## config.mk

```make
export PLATFORM = sky130hd
export DESIGN_NAME = y86_run_ctrl
export DESIGN_NICKNAME = d
export VERILOG_FILES = /design/src/rtl/y86_pkg.sv /design/src/rtl/sat_counter.sv /design/src/rtl/y86_run_ctrl.sv
export SDC_FILE = /design/constraint.sdc
export NUM_CORES = 1
export LEC_CHECK = 0
export BUFFER_PORTS_ARGS = -buffer_cell sky130_fd_sc_hd__buf_2
export CAP_MARGIN = 20
export CORE_ASPECT_RATIO = 0.6
export CORE_MARGIN = 1.5
export CORE_UTILIZATION = 45
export CTS_BUF_LIST = sky130_fd_sc_hd__clkbuf_8
export DETAILED_ROUTE_END_ITERATION = 16
export PLACE_DENSITY_LB_ADDON = 0.25
export SYNTH_ARGS = -nofsm -noshare
export SYNTH_HDL_FRONTEND = slang
export SYNTH_HIERARCHICAL = 1
export SYNTH_SLANG_ARGS = --single-unit
```

## constraint.sdc

```tcl
create_clock -name clk -period 7.52 [get_ports clk]
set_input_delay 0.376 -clock clk [delete_from_list [all_inputs] [get_ports clk]]
set_output_delay 0.376 -clock clk [all_outputs]
set_load 0.02 [all_outputs]
```

## src/rtl/y86_pkg.sv

```systemverilog
// y86_pkg: shared Y86-64 status codes, instruction codes and run-state encoding.
package y86_pkg;
  localparam logic [2:0] STAT_AOK = 3'd1;
  localparam logic [2:0] STAT_HLT = 3'd2;
  localparam logic [2:0] STAT_ADR = 3'd3;
  localparam logic [2:0] STAT_INS = 3'd4;
  localparam logic [3:0] IHALT   = 4'h0;
  localparam logic [3:0] INOP    = 4'h1;
  localparam logic [3:0] IRRMOVQ = 4'h2;
  localparam logic [3:0] IIRMOVQ = 4'h3;
  localparam logic [3:0] IRMMOVQ = 4'h4;
  localparam logic [3:0] IMRMOVQ = 4'h5;
  localparam logic [3:0] IOPQ    = 4'h6;
  localparam logic [3:0] IJXX    = 4'h7;
  localparam logic [3:0] ICALL   = 4'h8;
  localparam logic [3:0] IRET    = 4'h9;
  localparam logic [3:0] IPUSHQ  = 4'hA;
  localparam logic [3:0] IPOPQ   = 4'hB;
  localparam logic [1:0] RS_IDLE    = 2'd0;
  localparam logic [1:0] RS_RUN     = 2'd1;
  localparam logic [1:0] RS_STEP    = 2'd2;
  localparam logic [1:0] RS_STOPPED = 2'd3;
  typedef enum logic [1:0] {
    IDLE    = RS_IDLE,
    RUN     = RS_RUN,
    STEP    = RS_STEP,
    STOPPED = RS_STOPPED
  } run_state_t;
  // Memory faults outrank decode faults, which outrank halt; AOK means no fault.
  function automatic logic [2:0] fault_code(input logic imem_err, input logic dmem_err,
                                            input logic valid, input logic [3:0] icode);
    return (imem_err || dmem_err) ? STAT_ADR :
           !valid                 ? STAT_INS :
           (icode == IHALT)       ? STAT_HLT : STAT_AOK;
  endfunction
endpackage

```

## src/rtl/sat_counter.sv

```systemverilog
// sat_counter: up-counter that sticks at all-ones, with synchronous clear.
module sat_counter #(
  parameter int W = 32
) (
  input  logic         clk,
  input  logic         rst_n,
  input  logic         clr,
  input  logic         inc,
  output logic [W-1:0] q
);
  always_ff @(posedge clk or negedge rst_n)
    if (!rst_n) q <= '0;
    else if (clr) q <= '0;
    else if (inc && q != '1) q <= q + 1'b1;
endmodule

```

## src/rtl/y86_run_ctrl.sv

```systemverilog
// y86_run_ctrl: PC, status, commit gating, single-step, watchdog and counters
// for the sequential Y86-64 core.
module y86_run_ctrl
  import y86_pkg::*;
#(
  parameter int                ADDR_W     = 64,
  parameter logic [ADDR_W-1:0] RESET_PC   = '0,
  parameter int                CNT_W      = 32,
  parameter int                MAX_CYCLES = 0
) (
  input  logic              clk,
  input  logic              rst_n,
  input  logic              start,
  input  logic              clear,
  input  logic              step_mode,
  input  logic              step,
  input  logic [3:0]        icode,
  input  logic              instr_valid,
  input  logic              imem_error,
  input  logic              dmem_error,
  input  logic [ADDR_W-1:0] newpc,
  output logic [ADDR_W-1:0] pc,
  output logic [2:0]        stat,
  output logic              commit,
  output logic              running,
  output logic              timeout,
  output logic [CNT_W-1:0]  cycle_cnt,
  output logic [CNT_W-1:0]  instr_cnt
);
  localparam logic [CNT_W-1:0] WD_LAST = CNT_W'(MAX_CYCLES - 1);
  run_state_t        state_q, state_d;
  logic [ADDR_W-1:0] pc_q, pc_d;
  logic [2:0]        stat_q, stat_d;
  logic              timeout_q, timeout_d;
  logic              exec, fault, wd_fire;
  logic [2:0]        code;
  assign running = state_q == RUN || state_q == STEP;
  assign exec    = state_q == RUN || (state_q == STEP && step);
  assign code    = fault_code(imem_error, dmem_error, instr_valid, icode);
  assign fault   = exec && code != STAT_AOK;
  assign commit  = exec && !fault && !clear;
  // The watchdog fires on the last permitted cycle so that cycle still counts.
  assign wd_fire = MAX_CYCLES != 0 && running && cycle_cnt == WD_LAST;
  always_comb begin
    state_d   = clear                     ? IDLE :
                (state_q == IDLE && start) ? (step_mode ? STEP : RUN) :
                running                   ? ((fault || wd_fire) ? STOPPED : (step_mode ? STEP : RUN)) :
                state_q;
    pc_d      = clear ? RESET_PC : commit ? newpc : pc_q;
    stat_d    = clear ? STAT_AOK : fault ? code : stat_q;
    timeout_d = clear ? 1'b0 : (wd_fire || timeout_q);
  end
  always_ff @(posedge clk or negedge rst_n)
    if (!rst_n) begin
      state_q   <= IDLE;
      pc_q      <= RESET_PC;
      stat_q    <= STAT_AOK;
      timeout_q <= 1'b0;
    end else begin
      state_q   <= state_d;
      pc_q      <= pc_d;
      stat_q    <= stat_d;
      timeout_q <= timeout_d;
    end
  assign pc      = pc_q;
  assign stat    = stat_q;
  assign timeout = timeout_q;
  sat_counter #(.W(CNT_W)) u_cycle_cnt (
    .clk   (clk),
    .rst_n (rst_n),
    .clr   (clear),
    .inc   (running),
    .q     (cycle_cnt)
  );
  sat_counter #(.W(CNT_W)) u_instr_cnt (
    .clk   (clk),
    .rst_n (rst_n),
    .clr   (clear),
    .inc   (commit),
    .q     (instr_cnt)
  );
endmodule

```

==> impl_metrics.yaml <==
status:
  status: "completed"
global_route:
  antenna_found_initial: 2
  grt_pass1_wl_um: 27830
  first_global_vias: 5279
  track_usage_pct: 21.62
  grt_max_degree: 83
  gr-total-overflow: 0
floorplan:
  dieArea_um2: 16340
  core_area_um2: 15280
  die_height_um: 99.63
  die_w_um: 164.1
  io_pins: 211
  initial_core_util_pct: 45.82
  rows: 35
layout:
  final_cell_mix: "buf_2, nand2_1, dfrtp_1, mux2i_1, nor2_1"
  layout.nets: 986
  layout_commonest_cell: "buf_2"
  drive_above_1_share_pct: 30.10
  area_growth_syn_to_layout_pct: 20.19
  fin_area_um2: 8417
logic_synthesis:
  ys_seq_elements: 133
  syn_nets: 788
  synth_enable_flop_cells: 0
  ys_seq_area_share_pct: 47.54
  syn_area_per_cell_um2: 9.919
  ys.flop_type: "dfrtp_1"
  synth_cell_types: 66
  syn_inst: 706
  synthArstFlopShare_pct: 100.0
  netlist_area_um2: 7003
  yosys_warnings: 6
sta:
  maxSlewHeadroom_pct: 26.48
  final.setup.worst_slack_ps: 4367
  fmax_mhz: 317.1
  skew_ps: 20.89
  fin_crit_sh_pct: 41.93
  timing_hold_violations_final: 0
  finalSetupViolations: 0
  worstMarginPinSlew_ps: 1103
  fin_hold_ws_ps: 190.5
  drv_slew: 0
  rsz0062_at_grt: "no"
  setup_tns_ps: 0
  period_minus_slack_ps: 3153
critical_path:
  reg2reg_slack_ps: 4370
  start_kind: "flip-flop"
  crit_arrival_ps: 3470
  timing.rr.end: "u_instr_cnt/q[31]"
  critical_path_class: "reg2reg"
  endpoint_kind: "flip-flop"
  regToRegStartpoint: "state_q[0]"
  crit_fanout: 19
  crit_required_ps: 7840
  reg2regPathDepth: 9
clocking:
  ctsHtreeMaxLevel: 4
  clk_pin_slew_worst_paths_ps: 90
  cts_made_buffers: 17
  clock-sinks: 133
  cts.path.max_buffers: 2
  cts_setup_buffers: 0
  cts_tree: "built"
  cts_root_buffer: "clkbuf_8"
  clk_latency_ps: 430
place:
  place_area_um2: 8026
  port-buffer-count: 209
  routabilityCongestion: 0.7966
  pre_cts_slack_ps: 4299
  dp_hpwl_um: 11990
route:
  post_drt_wl_per_cell_um: 15.45
  viasPerCell: 5.243
  detail_route.first_pass.iterations: 5
  drc: 0
  wirelength_um: 17320
  vias: 5877
  ant_nets: 0
  drtIter0Drc: 381
hold_path:
  whs_endpoint: "pc[28]"
  holdPathStages: 3
  hold_path.class: "in2reg"
  hp-start: "newpc[28]"
pwr:
  ir_worst_vdd_mv: 0.1012
  power_density_nw_per_um2: 190.2
  p_leak_nw: 4.023
flow_run:
  drv_cap: 0
worst max path at each step:
stage / startpoint / end / slack (ps) / cells past startpoint
2_1_floorplan: dmem_error / u_instr_cnt/q[31] / 4350 / 9
3_3_place_gp: clear / u_instr_cnt/q[31] / 4380 / 8
3_5_place_dp: clear / u_instr_cnt/q[31] / 4300 / 8
4_1_cts: state_q[0] / u_instr_cnt/q[31] / 4430 / 9
5_1_grt: state_q[0] / u_instr_cnt/q[27] / 4120 / 9
6_report: state_q[0] / u_instr_cnt/q[31] / 4370 / 9
Yosys cell counts (5+ instances only):
cell	instances	area [µm²]
a21oi_1	31	155.2
mux2i_1	66	660.6
dfrtp_1	132	3303
o31ai_1	6	45.04
dlygate4sd1_1	11	96.34
xor2_1	7	61.31
or4_1	6	45.04
mux2_2	7	78.83
nand3_1	23	115.1
nor2b_1	8	50.05
clkbuf_1	8	30.03
buf_12	6	120.1
or3_1	18	112.6
nand4_1	13	81.33
nor4_1	13	81.33
xnor2_1	16	140.1
and3_1	13	81.33
and2_1	5	31.28
o21ai_0	20	100.1
nor2_1	45	168.9
ha_1	5	62.56
inv_1	16	60.06
nor3_1	8	40.04
a211oi_1	6	45.04
nand2_1	152	570.6
power breakdown:
group,internal [mW],switching (mW),leakage [nW]
Combinational,0.0904,0.163,1.99
Sequential,0.742,0.0202,1.85
Clock,0.270,0.315,0.185
state kept, by name, indices dropped and copies added (netlist names):
| register | cells |
|---|---|
| u_instr_cnt/q | 32 |
| pc | 64 |
| u_cycle_cnt/q | 32 |
| stat | 3 |
| state_q | 2 |
per-stage QoR:
| stage | std cells | utilization, % | total power [mW] |
|---|---|---|---|
| floorplan | 706 | - | 0.9424 |
| global route | 1120 | 55.06 | 1.689 |
| CTS | 1120 | 55.06 | 1.626 |
| finish | 1121 | 55.07 | 1.601 |
| detailed placement | 1087 | 52.52 | 1.032 |
| global placement | 1087 | 52.52 | 1.029 |
final cells by class:
cell class	count	area, µm²
flip-flops and latches	133	3329
fillers	1406	6867
clock buffers	17	234.0
multi-input cells	521	3292
well taps	203	254.0
repair buffers	215	1100
clock inverters	15	143.9
diodes	1	2.502
inverters	16	61.31
per-layer routing:
metal	vias up	part of all wire, %	track usage, %
li1	2889	-	-
met1	2805	50	32.98
met2	167	43	30.61
met3	14	5.9	5.129
met4	2	0.72	5.315
met5	-	0.069	0
critical path: stages (launching register included):
cell and delay, ps:
dfrtp_1 410, inv_1 90, ha_1 170, a21oi_1 160, nor4_1 630, and3_1 350
nand4_1 120, a21o_1 370, nor4_1 370, mux2_2 370
cells by family after synthesis:
kind of cell | count (synthesis) | share of synthesized area (%)
flip-flops | 133 | 47.54
XOR/XNOR | 23 | 2.876
buffers and inverters | 52 | 5.539
multiplexers | 74 | 10.77
other | 1 | 0.05355
AND/OR/NAND/NOR | 325 | 22.71
AO/OA/AOI/OAI | 93 | 9.613
adder cells (fa/ha/maj) | 5 | 0.8933
repair_timing:
action                                 4_1_cts  5_1_grt
hold buffers                                 1        0
endpoints found under the hold margin       63        0
gates resized for setup                      0        0
No activity file was read; power rests on OpenSTA's default activity.
